## config.mk

```make
export PLATFORM = sky130hd
export DESIGN_NAME = mux_scan
export DESIGN_NICKNAME = d
export VERILOG_FILES = /design/src/rtl/mux_scan_pkg.sv /design/src/rtl/scan_timer.sv /design/src/rtl/mux_scan.sv
export SDC_FILE = /design/constraint.sdc
export NUM_CORES = 1
export LEC_CHECK = 0
export BUFFER_PORTS_ARGS = -buffer_cell sky130_fd_sc_hd__buf_4
export CAP_MARGIN = 20
export CELL_PAD_IN_SITES_DETAIL_PLACEMENT = 0
export CELL_PAD_IN_SITES_GLOBAL_PLACEMENT = 2
export CORE_MARGIN = 10
export CORE_UTILIZATION = 25
export CTS_CLUSTER_SIZE = 16
export DETAILED_ROUTE_END_ITERATION = 8
export PLACE_DENSITY_LB_ADDON = 0.3
export SYNTH_ARGS = -nofsm -noshare
export SYNTH_HDL_FRONTEND = slang
export SYNTH_HIERARCHICAL = 1
export SYNTH_SLANG_ARGS = --single-unit
```

## constraint.sdc

```tcl
create_clock -name clk -period 1.65 [get_ports clk]
set_input_delay 0 -clock clk [delete_from_list [all_inputs] [get_ports clk]]
set_output_delay 0 -clock clk [all_outputs]
set_load 0.005 [all_outputs]
```

## src/rtl/mux_scan_pkg.sv

```systemverilog
// Shared types and helpers for the mux_scan selector and its dwell timer.
// Latency: n/a (declarations only).
// Backpressure: n/a.
//
// Contents: FSM state enum and the width helper used for select/counter widths.
package mux_scan_pkg;

  typedef enum logic [1:0] {
    IDLE   = 2'd0,
    MANUAL = 2'd1,
    SCAN   = 2'd2
  } state_t;

  // Bits needed to index n items; never narrower than 1 so that
  // single-value counters (DWELL = 1) still get a legal vector.
  function automatic int sel_width(input int n);
    return (n < 2) ? 1 : $clog2(n);
  endfunction

endpackage

```

## src/rtl/scan_timer.sv

```systemverilog
// Dwell counter: counts 0..DWELL-1 while inc is high, then rolls over.
// Latency: tc is combinational from the count register, count updates 1 cycle after inc/clr.
// Backpressure: none; clr has priority over inc.
//
// Ports: clk, rst (async, active-high), clr (sync clear), inc (count enable),
//        tc (count is at DWELL-1, i.e. this is the last cycle on the channel).
module scan_timer
  import mux_scan_pkg::*;
#(
  parameter int DWELL = 4
) (
  input  logic clk,
  input  logic rst,
  input  logic clr,
  input  logic inc,
  output logic tc
);

  localparam int            CW   = sel_width(DWELL);
  localparam logic [CW-1:0] LAST = CW'(DWELL - 1);

  logic [CW-1:0] cnt;

  assign tc = (cnt == LAST);

  always_ff @(posedge clk or posedge rst) begin
    if (rst) begin
      cnt <= '0;
    end else if (clr) begin
      cnt <= '0;
    end else if (inc) begin
      cnt <= tc ? '0 : cnt + CW'(1);
    end
  end

endmodule

```

## src/rtl/mux_scan.sv

```systemverilog
// Registered N-channel W-bit selector with manual select and auto-scan modes.
// Latency: 1 cycle from en/mode/s/a to y/ch/valid/wrap; all outputs registered.
// Backpressure: none; a new sample is presented every cycle.
//
// Ports: clk, rst (async, active-high); en (low forces idle); mode (0 manual, 1 scan);
//        s (manual select); a (packed channels, channel i at a[i*W +: W]);
//        y (selected data); ch (channel on y); valid (legal sample); wrap (new scan pass).
module mux_scan
  import mux_scan_pkg::*;
#(
  parameter  int N     = 8,
  parameter  int W     = 1,
  parameter  int DWELL = 4,
  localparam int SW    = sel_width(N)
) (
  input  logic            clk,
  input  logic            rst,
  input  logic            en,
  input  logic            mode,
  input  logic [SW-1:0]   s,
  input  logic [N*W-1:0]  a,
  output logic [W-1:0]    y,
  output logic [SW-1:0]   ch,
  output logic            valid,
  output logic            wrap
);

  localparam logic [SW-1:0] LAST_CH = SW'(N - 1);

  state_t        state;
  logic          scan_run;
  logic          tc;
  logic [SW-1:0] nxt_ch;
  logic          nxt_wrap;
  logic [W-1:0]  nxt_y;
  logic          nxt_legal;

  // Only an already-running scan advances; the entry edge (from IDLE or
  // MANUAL) restarts at channel 0 with a cleared dwell count.
  assign scan_run = en && mode && (state == SCAN);

  scan_timer #(
    .DWELL (DWELL)
  ) u_timer (
    .clk (clk),
    .rst (rst),
    .clr (!scan_run),
    .inc (scan_run),
    .tc  (tc)
  );

  always_comb begin
    nxt_ch   = '0;
    nxt_wrap = 1'b0;
    if (en && !mode) begin
      nxt_ch = s;
    end else if (scan_run) begin
      if (!tc) begin
        nxt_ch = ch;
      end else if (ch == LAST_CH) begin
        nxt_ch   = '0;
        nxt_wrap = 1'b1;
      end else begin
        nxt_ch = ch + SW'(1);
      end
    end
  end

  // Select from the current a; a select at or beyond N (non-power-of-2 N)
  // yields zero data and an illegal sample.
  always_comb begin
    nxt_y     = '0;
    nxt_legal = 1'b0;
    for (int i = 0; i < N; i++) begin
      if (nxt_ch == SW'(i)) begin
        nxt_y     = a[i*W +: W];
        nxt_legal = 1'b1;
      end
    end
  end

  // FSM and output registers. en low wins over everything, including a
  // dwell expiry that would otherwise wrap.
  always_ff @(posedge clk or posedge rst) begin
    if (rst) begin
      state <= IDLE;
      ch    <= '0;
      y     <= '0;
      valid <= 1'b0;
      wrap  <= 1'b0;
    end else if (!en) begin
      state <= IDLE;
      ch    <= '0;
      y     <= '0;
      valid <= 1'b0;
      wrap  <= 1'b0;
    end else begin
      state <= mode ? SCAN : MANUAL;
      ch    <= nxt_ch;
      y     <= nxt_y;
      valid <= nxt_legal;
      wrap  <= nxt_wrap;
    end
  end

endmodule
```

# == After elaboration in Yosys (flattened, before gate mapping) ==
# Cells that the tools add are included.
# W data, S select, Z words.
# totals
register_bits,10
input_bits,15
output_inout_bits,6
# classes
addsub,2
n_eq_ne,10
muxes,32
n_reduce_logical,5
# ops
op,n
$mux W1,23
$eq A3 B3 Y1 const B,5
$mux W3,5
$mux W2,4
$eq A3 B2 Y1 const B,2
$eq A2 B2 Y1 const B,2
$add A3 B1 Y3 const B,1
$eq A3 B1 Y1 const B,1
$logic_and A1 B1 Y1,3
$logic_not A3 Y1,1
$add A2 B1 Y2 const B,1
$logic_not A1 Y1,1

# == Logic depth before layout (Yosys ltp) ==
# Gate-level depths: netlist (run 1).
# logic_depth
word_depth,15
mapped_depth,7

# == By module ==
# Netlist (run 1), hierarchy kept.
# by_module_without_submodules
mod,n_inst,cells_per_inst,area_per_inst_um2,seq_area_each_um2
mux_scan,1,33,434.2,200.2
scan_timer,1,9,103.8,50.0

# == Least setup slack after synthesis (run 1) ==
# No wires, ideal clock.
# synth_timing
path_type,reg-to-reg
startpoint,reg ch[0]
endpoint,reg y
setup_time_ns,0.080
arrival_ns,1.709
required_time_ns,1.570
slack_ns,-0.139
path_stages_with_launch,8
n_path_buf,0
synth_period_minus_slack_ns,1.789
path_cell_list,dfrtp_1 -> ha_1 -> ha_1 -> mux2i_1 -> o2bb2ai_4 -> mux2i_1 -> mux2_2 -> o22ai_2
# synth_via
elab_chain_cells,15
# synth_rtl
item,line_no,text
from (decl),mux_scan.sv:23,"output logic [SW-1:0] ch,"
from (signal assigned),mux_scan.sv:99,ch <= nxt_ch;
$add A3 B1 Y3 or $eq A3 B3 Y1 (tied branches),"mux_scan.sv:64, mux_scan.sv:60",
$mux W3,mux_scan.sv:60,end else if (ch == LAST_CH) begin
$mux W3 *,mux_scan.sv:58,if (!tc) begin
$mux W3 *,mux_scan.sv:57,end else if (scan_run) begin
$mux W3 *,mux_scan.sv:55,if (en && !mode) begin
$logic_not A3 Y1,mux_scan.sv:75,if (nxt_ch == SW'(i)) begin
$mux W1 (7 in a row),mux_scan.sv:75,
$mux W1 *,mux_scan.sv:75,
$mux W1 *,mux_scan.sv:91,end else if (!en) begin
to (signal assigned),mux_scan.sv:100,y <= nxt_y;
to (decl),mux_scan.sv:22,"output logic [W-1:0] y,"
# Mark *: on every way between the ends. The rest lies on a longest branch, timed or not.

# == Final worst setup path (run 1) ==
# layout_timing
startpoint,reg ch[1]
endpoint,reg y
# The elaborated chain is that of the path after synthesis.

==> metrics.md, run 1 <==
| Metric | Value |
|---|---|
| Outcome | `finished with violations` |
| Violated checks | `negative setup slack` |
| Yosys cell types | `21` |
| Global Route Usage Sum | `0.0663` |
| Yosys warns | `6` |
| Placed instance area | `about 770 µm²` |
| Iteration-0 DRC Markers | `6` |
| Complex-gate fraction of the synthesized area | `0.114` |
| Post-synthesis cell area | `538 µm²` |
| # IOs | `21` |
| Clock tree from TritonCTS | `done` |
| VDD IR max | `~0.31 mV` |
| Fin. max-slew vios | `0` |
| Inst Count DP | `93` |
| Fraction of synthesized area in multiplexers | `0.172` |
| Vias | `about 420` |
| CTS root buffer | `clkbuf_4` |
| Vias per inst | `4.22` |
| Max clock buf depth | `2` |
| Pleak | `0.401 nW` |
| CP Class | `flip-flop to flip-flop` |
| Die Footprint | `4410 µm²` |
| Largest family of logic cells by synthesized area | `multiplexers` |
| Nets | `92` |
| Fin worst setup slack | `-0.0364 ns` |
| Synth Area in XOR/XNOR | `0.0163` |
| Dominant cell type by area after synthesis | `dfrtp_1` |
| HP Class | `input pin to flip-flop` |
| Num CTS Buffers | `3` |
| Final setup fails | `1` |
| Critical Path Start Type | `flip-flop` |
| Post-route setup TNS | `-0.0364 ns` |
| Rows | `16` |
| Layout cell share with drive strength beyond 1 | `0.569` |
| Clk Latency, worst-skew pair | `0.25 ns` |
| Register bit total from synthesis | `10` |
| PwrDens | `619 nW/µm²` |
| Finished Cell Area | `837 µm²` |
| Synth Area in Adders | `0.0698` |
| Crit share post-route | `1.02` |
| Post-Place Setup Slack | `-0.0417 ns` |
| Worst EP arrival | `approximately 1.9 ns` |
| GPL Wtd Cong | `around 0.65` |
| Total power | `518 µW` |
| Final WL | `1240 µm` |
| Initial antenna violation count | `0` |
| First-pass GRT wire length | `~2200 µm` |
| Overflow after GRT | `0` |
| F_max | `593 MHz` |
| Routed Antenna Nets | `0` |
| Total core area | `about 2000 µm²` |
| Skew final | `0.00173 ns` |
| Most frequent cells in the layout | `buf_4 (25), dfrtp_1 (10), mux2i_1 (6)` |
| Worst Setup End Kind | `flip-flop` |
| Synth Area in Simple Gates | `0.114` |
| Layout area overhead | `55.6%` |
| Worst EP required | `1.83 ns` |
| Area contributors post-synth | `dfrtp_1 (47%), mux2i_1 (13%), ha_1 (7.0%), o2bb2ai_4 (5.1%), mux2_2 (4.2%)` |
| CTS sink cnt | `10` |
| Min Tclk post-route | `1.69 ns` |
| Final Hold Viols | `0` |
| Pre-antenna DRT Iters | `2` |
| Worst slew pin tran | `0.348 ns` |
| WL/cell | `12.5 µm` |
| Post-synth top area share | `0.465` |
| Post-synthesis sequential area ratio | `0.465` |
| RSZ-0062 raised after global routing | `true` |
| DRC violations left | `0` |
| Ant. Diodes | `0` |
| Clk slew on worst S/H paths | `~0.06 ns` |
| Most common cell after layout, fill and taps aside | `buf_4` |
| DIE WIDTH | `around 66 µm` |
| Syn nets | `60` |
| Final instance count without filler cells | `99` |
| Initial core utilization | `0.269` |
| Total of max-cap violations | `0` |
| Die H | `66.4 µm` |
| IO Port Bufs | `20` |
| Mean Syn Cell Area | `approximately 13 µm²` |
| H-tree levels | `1` |
| Largest net degree at the start of global routing | `9` |
| CP max FO | `5` |
| Slew margin rel. | `0.768` |
| Mapped Cells | `42` |
| Dpl hpwl | `1040 µm` |
| Vias in the first global route | `495` |
==> per-layer routing <==
layer  global-route usage  wire, µm  up-vias
met5                    0         0        -
met4               0.0314         0        0
met3               0.0424       129        0
met2               0.0945       549       16
met1               0.0752       558      194
li1                     -         -      208
==> synthesized netlist by cell type, drive strengths merged <==
library cell	count
a21oi	1
a22oi	1
and2	1
and3	1
and3b	1
dfrtp	10
dlygate4sd1	1
ha	3
inv	4
mux2	2
mux2i	7
nand2	2
nand2b	1
nor2	1
nor2b	1
o21ai	1
o22ai	1
o2bb2ai	1
or3b	1
xor2	1
==> power by group <==
group	switching [mW]	leakage (nW)	total, mW	internal (mW)
Clock	0.0762	0.0138	0.160	0.0839
Sequential	0.00390	0.132	0.258	0.254
Combinational	0.0366	0.255	0.0995	0.0629
==> metrics by stage <==
stage / util / hold WS, ns
after floorplan: - / -0.259
after CTS: 0.418 / 0.0248
after global routing: 0.418 / 0.0227
after global placement: 0.384 / -0.130
final: 0.418 / 0.0285
after detailed placement: 0.384 / -0.128
==> registers in the layout, summed over array words and instances (netlist names) <==
signal and count:
y 1, u_timer/cnt 2, valid 1, wrap 1, ch 3, state 2
==> final timing paths <==
kind                                             from                          to  slack, ns  depth (start not counted)
max                                   ch[1]$_DFF_PP0_                 y$_DFF_PP0_      -0.04                          7
min                                                en                 y$_DFF_PP0_       0.03                          3
max reg2reg                           ch[1]$_DFF_PP0_                 y$_DFF_PP0_      -0.04                          7
min reg2reg                u_timer/cnt[1]$_DFFE_PP0P_  u_timer/cnt[1]$_DFFE_PP0P_       0.54                          2
max in group asynchronous                         rst             valid$_DFF_PP0_       1.15                          3
min in group asynchronous                         rst  u_timer/cnt[0]$_DFFE_PP0P_       0.16                          3
==> worst max-delay path: stages (launching register included) <==
cell and delay (ns):
dfrtp_1 0.38, ha_2 0.19, ha_4 0.27, mux2i_4 0.06, o2bb2ai_4 0.20, mux2i_1 0.10, mux2_4 0.28, o22ai_2 0.13
==> final cells by class <==
type / instances / area, µm²
clock buffers: 3 / 22.5
inverters: 4 / 17.5
fillers: 203 / 1160
multi-input cells: 27 / 295
flip-flops and latches: 10 / 250
repair buffers: 28 / 218
well taps: 27 / 33.8
==> cells by family (layout without fill, tap and decap cells) <==
kind of cell | Yosys count | count (layout)
XOR/XNOR | 1 | 1
adder cells (fa/ha/maj) | 3 | 3
multiplexers | 9 | 9
AO/OA/AOI/OAI | 5 | 5
AND/OR/NAND/NOR | 9 | 9
flip-flops | 10 | 10
buffers and inverters | 5 | 35
==> timing repair <==
| action | in CTS | in global routing |
|---|---|---|
| setup endpoints to repair | 1 | 1 |
| setup buffers | 0 | 0 |
| hold buffers | 3 | 0 |
| hold endpoints to repair | 12 | 0 |
| gates resized for setup | 3 | 0 |
| pin swaps | 0 | 0 |
Power figures use the tool's default switching activity.
==> run 2: changes to the inputs <==
--- a/config.mk
+++ b/config.mk
@@ -14,6 +14,7 @@
 export CTS_CLUSTER_SIZE = 16
 export DETAILED_ROUTE_END_ITERATION = 8
 export PLACE_DENSITY_LB_ADDON = 0.3
+export REMOVE_ABC_BUFFERS = 1
 export SYNTH_ARGS = -nofsm -noshare
 export SYNTH_HDL_FRONTEND = slang
 export SYNTH_HIERARCHICAL = 1
==> run 2 against run 1 <==
Net effect: the run still ends with negative setup slack left; non-clock buffer count stayed put; utilization is 0.75 points higher; first-iteration DRC count is 83% higher; cell count is 1.0% higher; total power is 12% higher; die area stayed put; flip-flop and latch count stayed put; clock skew is 0.0043 ns higher; register-to-register slack worse by 0.02 ns; worst hold slack better by 0.0028 ns; sequential share of layout area is 0.53 points lower; final area is 1.8% higher; critical endpoint unchanged; largest cell class unchanged.
==> metrics.md, run 2 (synthesis results as in run 1) <==
| Metric | Value |
|---|---|
| First-pass GRT wire length | `2240 µm (+1.3%)` |
| Min Tclk post-route | `1.70 ns (+0.0159 ns)` |
| Top flop regs | `ch: 3 flops, state: 2 flops, u_timer/cnt: 2 flops` |
| CP max FO | `5 (unchanged)` |
| Vias per inst | `4.25 (+0.66%)` |
| Flop2flop setup slack | `-0.05 ns (-0.02 ns)` |
| Gate power share | `0.174 (-0.018)` |
| # IOs | `21 (unchanged)` |
| Worst slew pin tran | `0.409 ns (+0.0612 ns)` |
| Dpl hpwl | `1060 µm (+2.5%)` |
| DIE WIDTH | `66.4 µm (unchanged)` |
| Pint | `451 µW (+13%)` |
| Routed Antenna Nets | `0 (unchanged)` |
| Rows | `16 (unchanged)` |
| CTS root buffer | `clkbuf_4` |
| DRC violations left | `0 (unchanged)` |
| Num CTS Buffers | `3 (unchanged)` |
| Layout cell share with drive strength beyond 1 | `0.562 (-0.00780)` |
| Inst Count DP | `93 (unchanged)` |
| Switching share of power | `0.221 (-0.00417)` |
| Pre-antenna DRT Iters | `2 (unchanged)` |
| Worst EP required | `1.84 ns (about the same)` |
| Violated checks | `negative setup slack` |
| Final instance count without filler cells | `100 (+1.0%)` |
| Clk slew on worst S/H paths | `0.07 ns (about the same)` |
| Fin. max-slew vios | `0 (unchanged)` |
| HP Class | `input pin to flip-flop` |
| Initial core utilization | `0.269 (unchanged)` |
| Most common cell after layout, fill and taps aside | `buf_4` |
| Die H | `66.4 µm (unchanged)` |
| Vias in the first global route | `489 (-1.2%)` |
| Layout area overhead | `58.4%` |
| # Post-CTS Setup Buffers | `0 (unchanged)` |
| H-tree levels | `1 (unchanged)` |
| Overflow after GRT | `0 (unchanged)` |
| Clock power frac | `0.381 (+0.072)` |
| Iteration-0 DRC Markers | `11 (+5)` |
| F_max | `587 MHz (-0.93%)` |
| RSZ-0062 raised after global routing | `true` |
| Final WL | `1290 µm (+4.0%)` |
| Total core area | `2000 µm² (unchanged)` |
| P_sw | `128 µW (+9.9%)` |
| Final Hold Viols | `0 (unchanged)` |
| Clock tree from TritonCTS | `done` |
| Post-Place Setup Slack | `-0.173 ns (-0.131 ns)` |
| CP Class | `flip-flop to flip-flop` |
| VDD IR max | `0.241 mV (-21%)` |
| Reg with most FFs | `ch` |
| Nets | `92 (unchanged)` |
| IO Port Bufs | `20 (unchanged)` |
| Final setup fails | `1 (unchanged)` |
| Vias | `425 (+1.7%)` |
| WL/cell | `12.9 µm (+2.9%)` |
| Initial antenna violation count | `0 (unchanged)` |
| Outcome | `finished with violations` |
| Ant. Diodes | `0 (unchanged)` |
| Die Footprint | `4410 µm² (unchanged)` |
| Skew final | `0.00600 ns (+0.00427 ns)` |
| GPL Wtd Cong | `0.717 (+10%)` |
| Worst Setup End Kind | `flip-flop` |
| Total of max-cap violations | `0 (unchanged)` |
| Critical Path Start Type | `flip-flop` |
| Largest net degree at the start of global routing | `9 (unchanged)` |
| Slew margin rel. | `0.727 (-0.0414)` |
| Total power | `580 µW (+12%)` |
| PwrDens | `680 nW/µm² (+10%)` |
| Worst EP arrival | `1.89 ns (+0.02 ns)` |
| Most frequent cells in the layout | `buf_4 (25), dfrtp_1 (10), mux2i_1 (6)` |
| Sequential share of power | `0.445 (-0.054)` |
| Pleak | `0.414 nW (+3.2%)` |
| Global Route Usage Sum | `0.0681 (+0.00179)` |
| Clk Latency, worst-skew pair | `0.26 ns (about the same)` |
| CTS sink cnt | `10 (unchanged)` |
| Crit share post-route | `1.03 (+0.00962)` |
| Max FFs per register | `3 (unchanged)` |
| Max clock buf depth | `2 (unchanged)` |
| Fin worst setup slack | `-0.0523 ns (-0.0159 ns)` |
-- run 2: metrics by stage --
stage	hold WS [ns]	setup TNS [ns]	instance area, µm²	utilization
2_1_floorplan	-0.259	-0.139	529	-
3_3_place_gp	-0.124	-0.141	751	0.375
3_5_place_dp	-0.124	-0.173	751	0.375
4_1_cts	0.0215	-0.0636	848	0.424
5_1_grt	0.0350	-0.167	852	0.426
6_report	0.0313	-0.0523	852	0.426
-- run 2: cell type report --
class,count,area (µm²)
fillers,200,1150
multi-input cells,27,297
flip-flops and latches,10,250
repair buffers,28,218
clock buffers,4,36.3
well taps,27,33.8
inverters,4,17.5
-- run 2: path summary, 6_finish.rpt --
check / startpoint / end / cells past startpoint
min reg2reg: u_timer/cnt[1]$_DFFE_PP0P_ / u_timer/cnt[1]$_DFFE_PP0P_ / 2
max: ch[1]$_DFF_PP0_ / y$_DFF_PP0_ / 7
min: s[0] / ch[0]$_DFF_PP0_ / 3
min in group asynchronous: rst / u_timer/cnt[1]$_DFFE_PP0P_ / 3
max in group asynchronous: rst / ch[2]$_DFF_PP0_ / 3
max reg2reg: ch[1]$_DFF_PP0_ / y$_DFF_PP0_ / 7
-- run 2: repair_timing --
| item | 4_1_cts | 5_1_grt |
|---|---|---|
| hold buffers | 3 | 0 |
| pin swaps | 3 | 0 |
| setup endpoints to repair | 1 | 1 |
| hold endpoints to repair | 13 | 0 |
| gates resized for setup | 5 | 1 |
-- run 2: layer usage --
layer,track usage,vias up,routed length [µm]
met3,0.0186,2,67
met4,0.0628,0,27
met2,0.106,14,642
met1,0.0726,198,549
li1,-,211,-
met5,0,-,0
-- run 2: power groups by stage --
stage | clock network (mW) | logic (mW) | registers (mW)
2_1_floorplan | 0 | 0.0373 | 0.263
4_1_cts | 0.231 | 0.102 | 0.258
5_1_grt | 0.247 | 0.112 | 0.259
3_5_place_dp | 0 | 0.0902 | 0.262
3_3_place_gp | 0 | 0.0896 | 0.262
6_report | 0.221 | 0.101 | 0.258
-- run 2: critical path: stages, from the launching register on --
cell and delay [ns]:
dfrtp_1 0.38, ha_2 0.20, ha_4 0.27, mux2i_4 0.06, o2bb2ai_4 0.20, mux2i_1 0.11, mux2_4 0.28, o22ai_2 0.13
==> run 3: changes to the inputs <==
--- a/config.mk
+++ b/config.mk
@@ -10,7 +10,8 @@
 export CELL_PAD_IN_SITES_DETAIL_PLACEMENT = 0
 export CELL_PAD_IN_SITES_GLOBAL_PLACEMENT = 2
 export CORE_MARGIN = 10
-export CORE_UTILIZATION = 25
+export CORE_UTILIZATION = 27
+export CTS_BUF_LIST = sky130_fd_sc_hd__clkbuf_4 sky130_fd_sc_hd__clkbuf_8
 export CTS_CLUSTER_SIZE = 16
 export DETAILED_ROUTE_END_ITERATION = 8
 export PLACE_DENSITY_LB_ADDON = 0.3
==> run 3 against run 2 <==
Net effect: the run still ends with negative setup slack left; critical path depth unchanged; highest routed layer is now met3; clock skew down 0.0056 ns; total power down 11%; routed wire length down 9.0%; largest power group unchanged; die area down 5.2%; largest cell class unchanged; worst hold slack worse by 0.0046 ns.
==> metrics.md, run 3 (synthesis results as in run 1) <==
| Metric | Value |
|---|---|
| Placed instance area | `758 µm² (+1.0%)` |
| PwrDens | `605 nW/µm² (-11%)` |
| Outcome | `finished with violations` |
| Total of max-cap violations | `0 (unchanged)` |
| Fin worst setup slack | `-0.0317 ns (+0.0205 ns)` |
| WL/cell | `11.6 µm (-9.9%)` |
| DRC violations left | `0 (unchanged)` |
| H-tree levels | `1 (unchanged)` |
| Routed Antenna Nets | `0 (unchanged)` |
| Critical Path Slowest Stage Cell | `dfrtp_1` |
| Flop2flop setup slack | `-0.03 ns (+0.02 ns)` |
| DIE WIDTH | `64.6 µm (-2.6%)` |
| FF-to-FF path depth | `7 (unchanged)` |
| CP peak stage delay | `0.38 ns (about the same)` |
| Worst EP required | `1.83 ns (about the same)` |
| Fin. max-slew vios | `0 (unchanged)` |
| CP max FO | `5 (unchanged)` |
| IO Port Bufs | `20 (unchanged)` |
| Worst slew pin tran | `0.325 ns (-0.0838 ns)` |
| GPL Wtd Cong | `0.686 (-4.4%)` |
| Most common cell after layout, fill and taps aside | `buf_4` |
| Vias | `407 (-4.2%)` |
| Hold endpoint | `y$_DFF_PP0_` |
| Die Footprint | `4180 µm² (-5.2%)` |
| Ant. Diodes | `0 (unchanged)` |
| Min Tclk post-route | `1.68 ns (-0.0205 ns)` |
| Util after Layout | `0.442 (+0.0164)` |
| Die H | `64.6 µm (-2.6%)` |
| VDD IR max | `0.291 mV (+21%)` |
| Crit share post-route | `1.02 (-0.0124)` |
| Dpl hpwl | `1010 µm (-4.7%)` |
| Total core area | `1920 µm² (-4.0%)` |
| CP delay by family, top | `adder cells` |
| Overflow after GRT | `0 (unchanged)` |
| CP Class | `flip-flop to flip-flop` |
| Vias per inst | `4.03 (-5.2%)` |
| Fill count | `206 (+3.0%)` |
| Finished Cell Area | `850 µm² (-0.29%)` |
| Vias in the first global route | `482 (-1.4%)` |
| Hold path depth | `3 (unchanged)` |
| Largest net degree at the start of global routing | `9 (unchanged)` |
| Layout area overhead | `57.9%` |
| Reg with most FFs | `ch` |
| Max FFs per register | `3 (unchanged)` |
| Worst EP arrival | `1.86 ns (-0.03 ns)` |
| Final setup fails | `1 (unchanged)` |
| Critical Path Start Type | `flip-flop` |
| Initial core utilization | `0.280 (+0.0112)` |
| CTS sink cnt | `10 (unchanged)` |
| CP bufs+invs | `0 (unchanged)` |
| Initial antenna violation count | `0 (unchanged)` |
| Pleak | `0.415 nW (+0.29%)` |
| First-pass GRT wire length | `2070 µm (-7.7%)` |
| Clk slew on worst S/H paths | `0.06 ns (about the same)` |
| HP Class | `input pin to flip-flop` |
| Worst hold start | `en` |
| Nets | `94 (+2.2%)` |
| Max clock buf depth | `2 (unchanged)` |
| Final Hold Viols | `0 (unchanged)` |
| Rows | `16 (unchanged)` |
| Clk Latency, worst-skew pair | `0.25 ns (about the same)` |
| Clock tree from TritonCTS | `done` |
| Most frequent cells in the layout | `buf_4 (27), dfrtp_1 (10), mux2i_1 (6)` |
| CTS root buffer | `clkbuf_4` |
| RSZ-0062 raised after global routing | `true` |
| Num CTS Buffers | `3 (unchanged)` |
| F_max | `595 MHz (+1.2%)` |
| Final WL | `1170 µm (-9.0%)` |
| Pre-antenna DRT Iters | `2 (unchanged)` |
| Violated checks | `negative setup slack` |
| Top flop regs | `ch: 3 flops, state: 2 flops, u_timer/cnt: 2 flops` |
| CP cell instances | `ha_2 -> ha_4 -> mux2i_4 -> o2bb2ai_4 -> mux2i_1 -> mux2_4 -> o22ai_2` |
| Layout cell share with drive strength beyond 1 | `0.568 (+0.00592)` |
| R2r endpoint | `y$_DFF_PP0_` |
| Global Route Usage Sum | `0.0636 (-0.00457)` |
| Worst Setup End Kind | `flip-flop` |
| Skew final | `0.000413 ns (-0.00559 ns)` |
| Iteration-0 DRC Markers | `2 (-9)` |
| Worst reg2reg startpoint | `ch[1]$_DFF_PP0_` |
| Slew margin rel. | `0.782 (+0.0550)` |
| # IOs | `21 (unchanged)` |
## run 3: tightest hold or removal path, stage by stage
cell and delay (ns):
buf_4 0.12, nand2_1 0.06, o22ai_2 0.06
## run 3: metrics by stage
step | hold WS [ns] | setup TNS [ns] | std cells | power, mW | setup slack (ns)
2_1_floorplan | -0.259 | -0.139 | 41 | 0.301 | -0.139
3_3_place_gp | -0.133 | -0.138 | 94 | 0.352 | -0.138
3_5_place_dp | -0.130 | -0.162 | 94 | 0.352 | -0.162
4_1_cts | 0.0196 | -0.0492 | 101 | 0.524 | -0.0492
5_1_grt | 0.0329 | -0.128 | 101 | 0.543 | -0.128
6_report | 0.0267 | -0.0317 | 101 | 0.514 | -0.0317
## run 3: timing repair
action	4_1_cts	5_1_grt
hold endpoints to repair	12	0
hold buffers	3	0
resized for setup	5	0
endpoints found under the setup margin	1	1
setup buffers	1	0
pin swaps	3	0
gates cloned	0	0
## run 3: worst max path at each step
stage                         start           to  slack (ns)  cells after the start
global route        ch[1]$_DFF_PP0_  y$_DFF_PP0_       -0.13                      7
finish              ch[1]$_DFF_PP0_  y$_DFF_PP0_       -0.03                      7
CTS                 ch[1]$_DFF_PP0_  y$_DFF_PP0_       -0.05                      7
detailed placement  ch[0]$_DFF_PP0_  y$_DFF_PP0_       -0.16                      7
floorplan           ch[0]$_DFF_PP0_  y$_DFF_PP0_       -0.14                      7
global placement    ch[0]$_DFF_PP0_  y$_DFF_PP0_       -0.14                      7
## run 3: cell type report
type                            instances  area [µm²]  area share
Clock buffer                            3        22.5      0.0265
Tap cell                               27        33.8      0.0398
Sequential cell                        10         250       0.295
Inverter                                4        17.5      0.0206
Timing Repair Buffer                   30         233       0.274
Multi-Input combinational cell         27         293       0.345
## run 3: power by group
group | total [mW] | leakage (nW) | switching (mW) | internal (mW)
Sequential | 0.258 | 0.132 | 0.00377 | 0.254
Combinational | 0.0999 | 0.269 | 0.0357 | 0.0641
Clock | 0.156 | 0.0138 | 0.0726 | 0.0837
## run 3: routing by layer
metal  wire, µm  track usage  part of all wire
met2        539       0.0985              0.46
met1        504       0.0670              0.43
met5          0            0                 0
met4          0       0.0241                 0
met3        125       0.0430              0.11
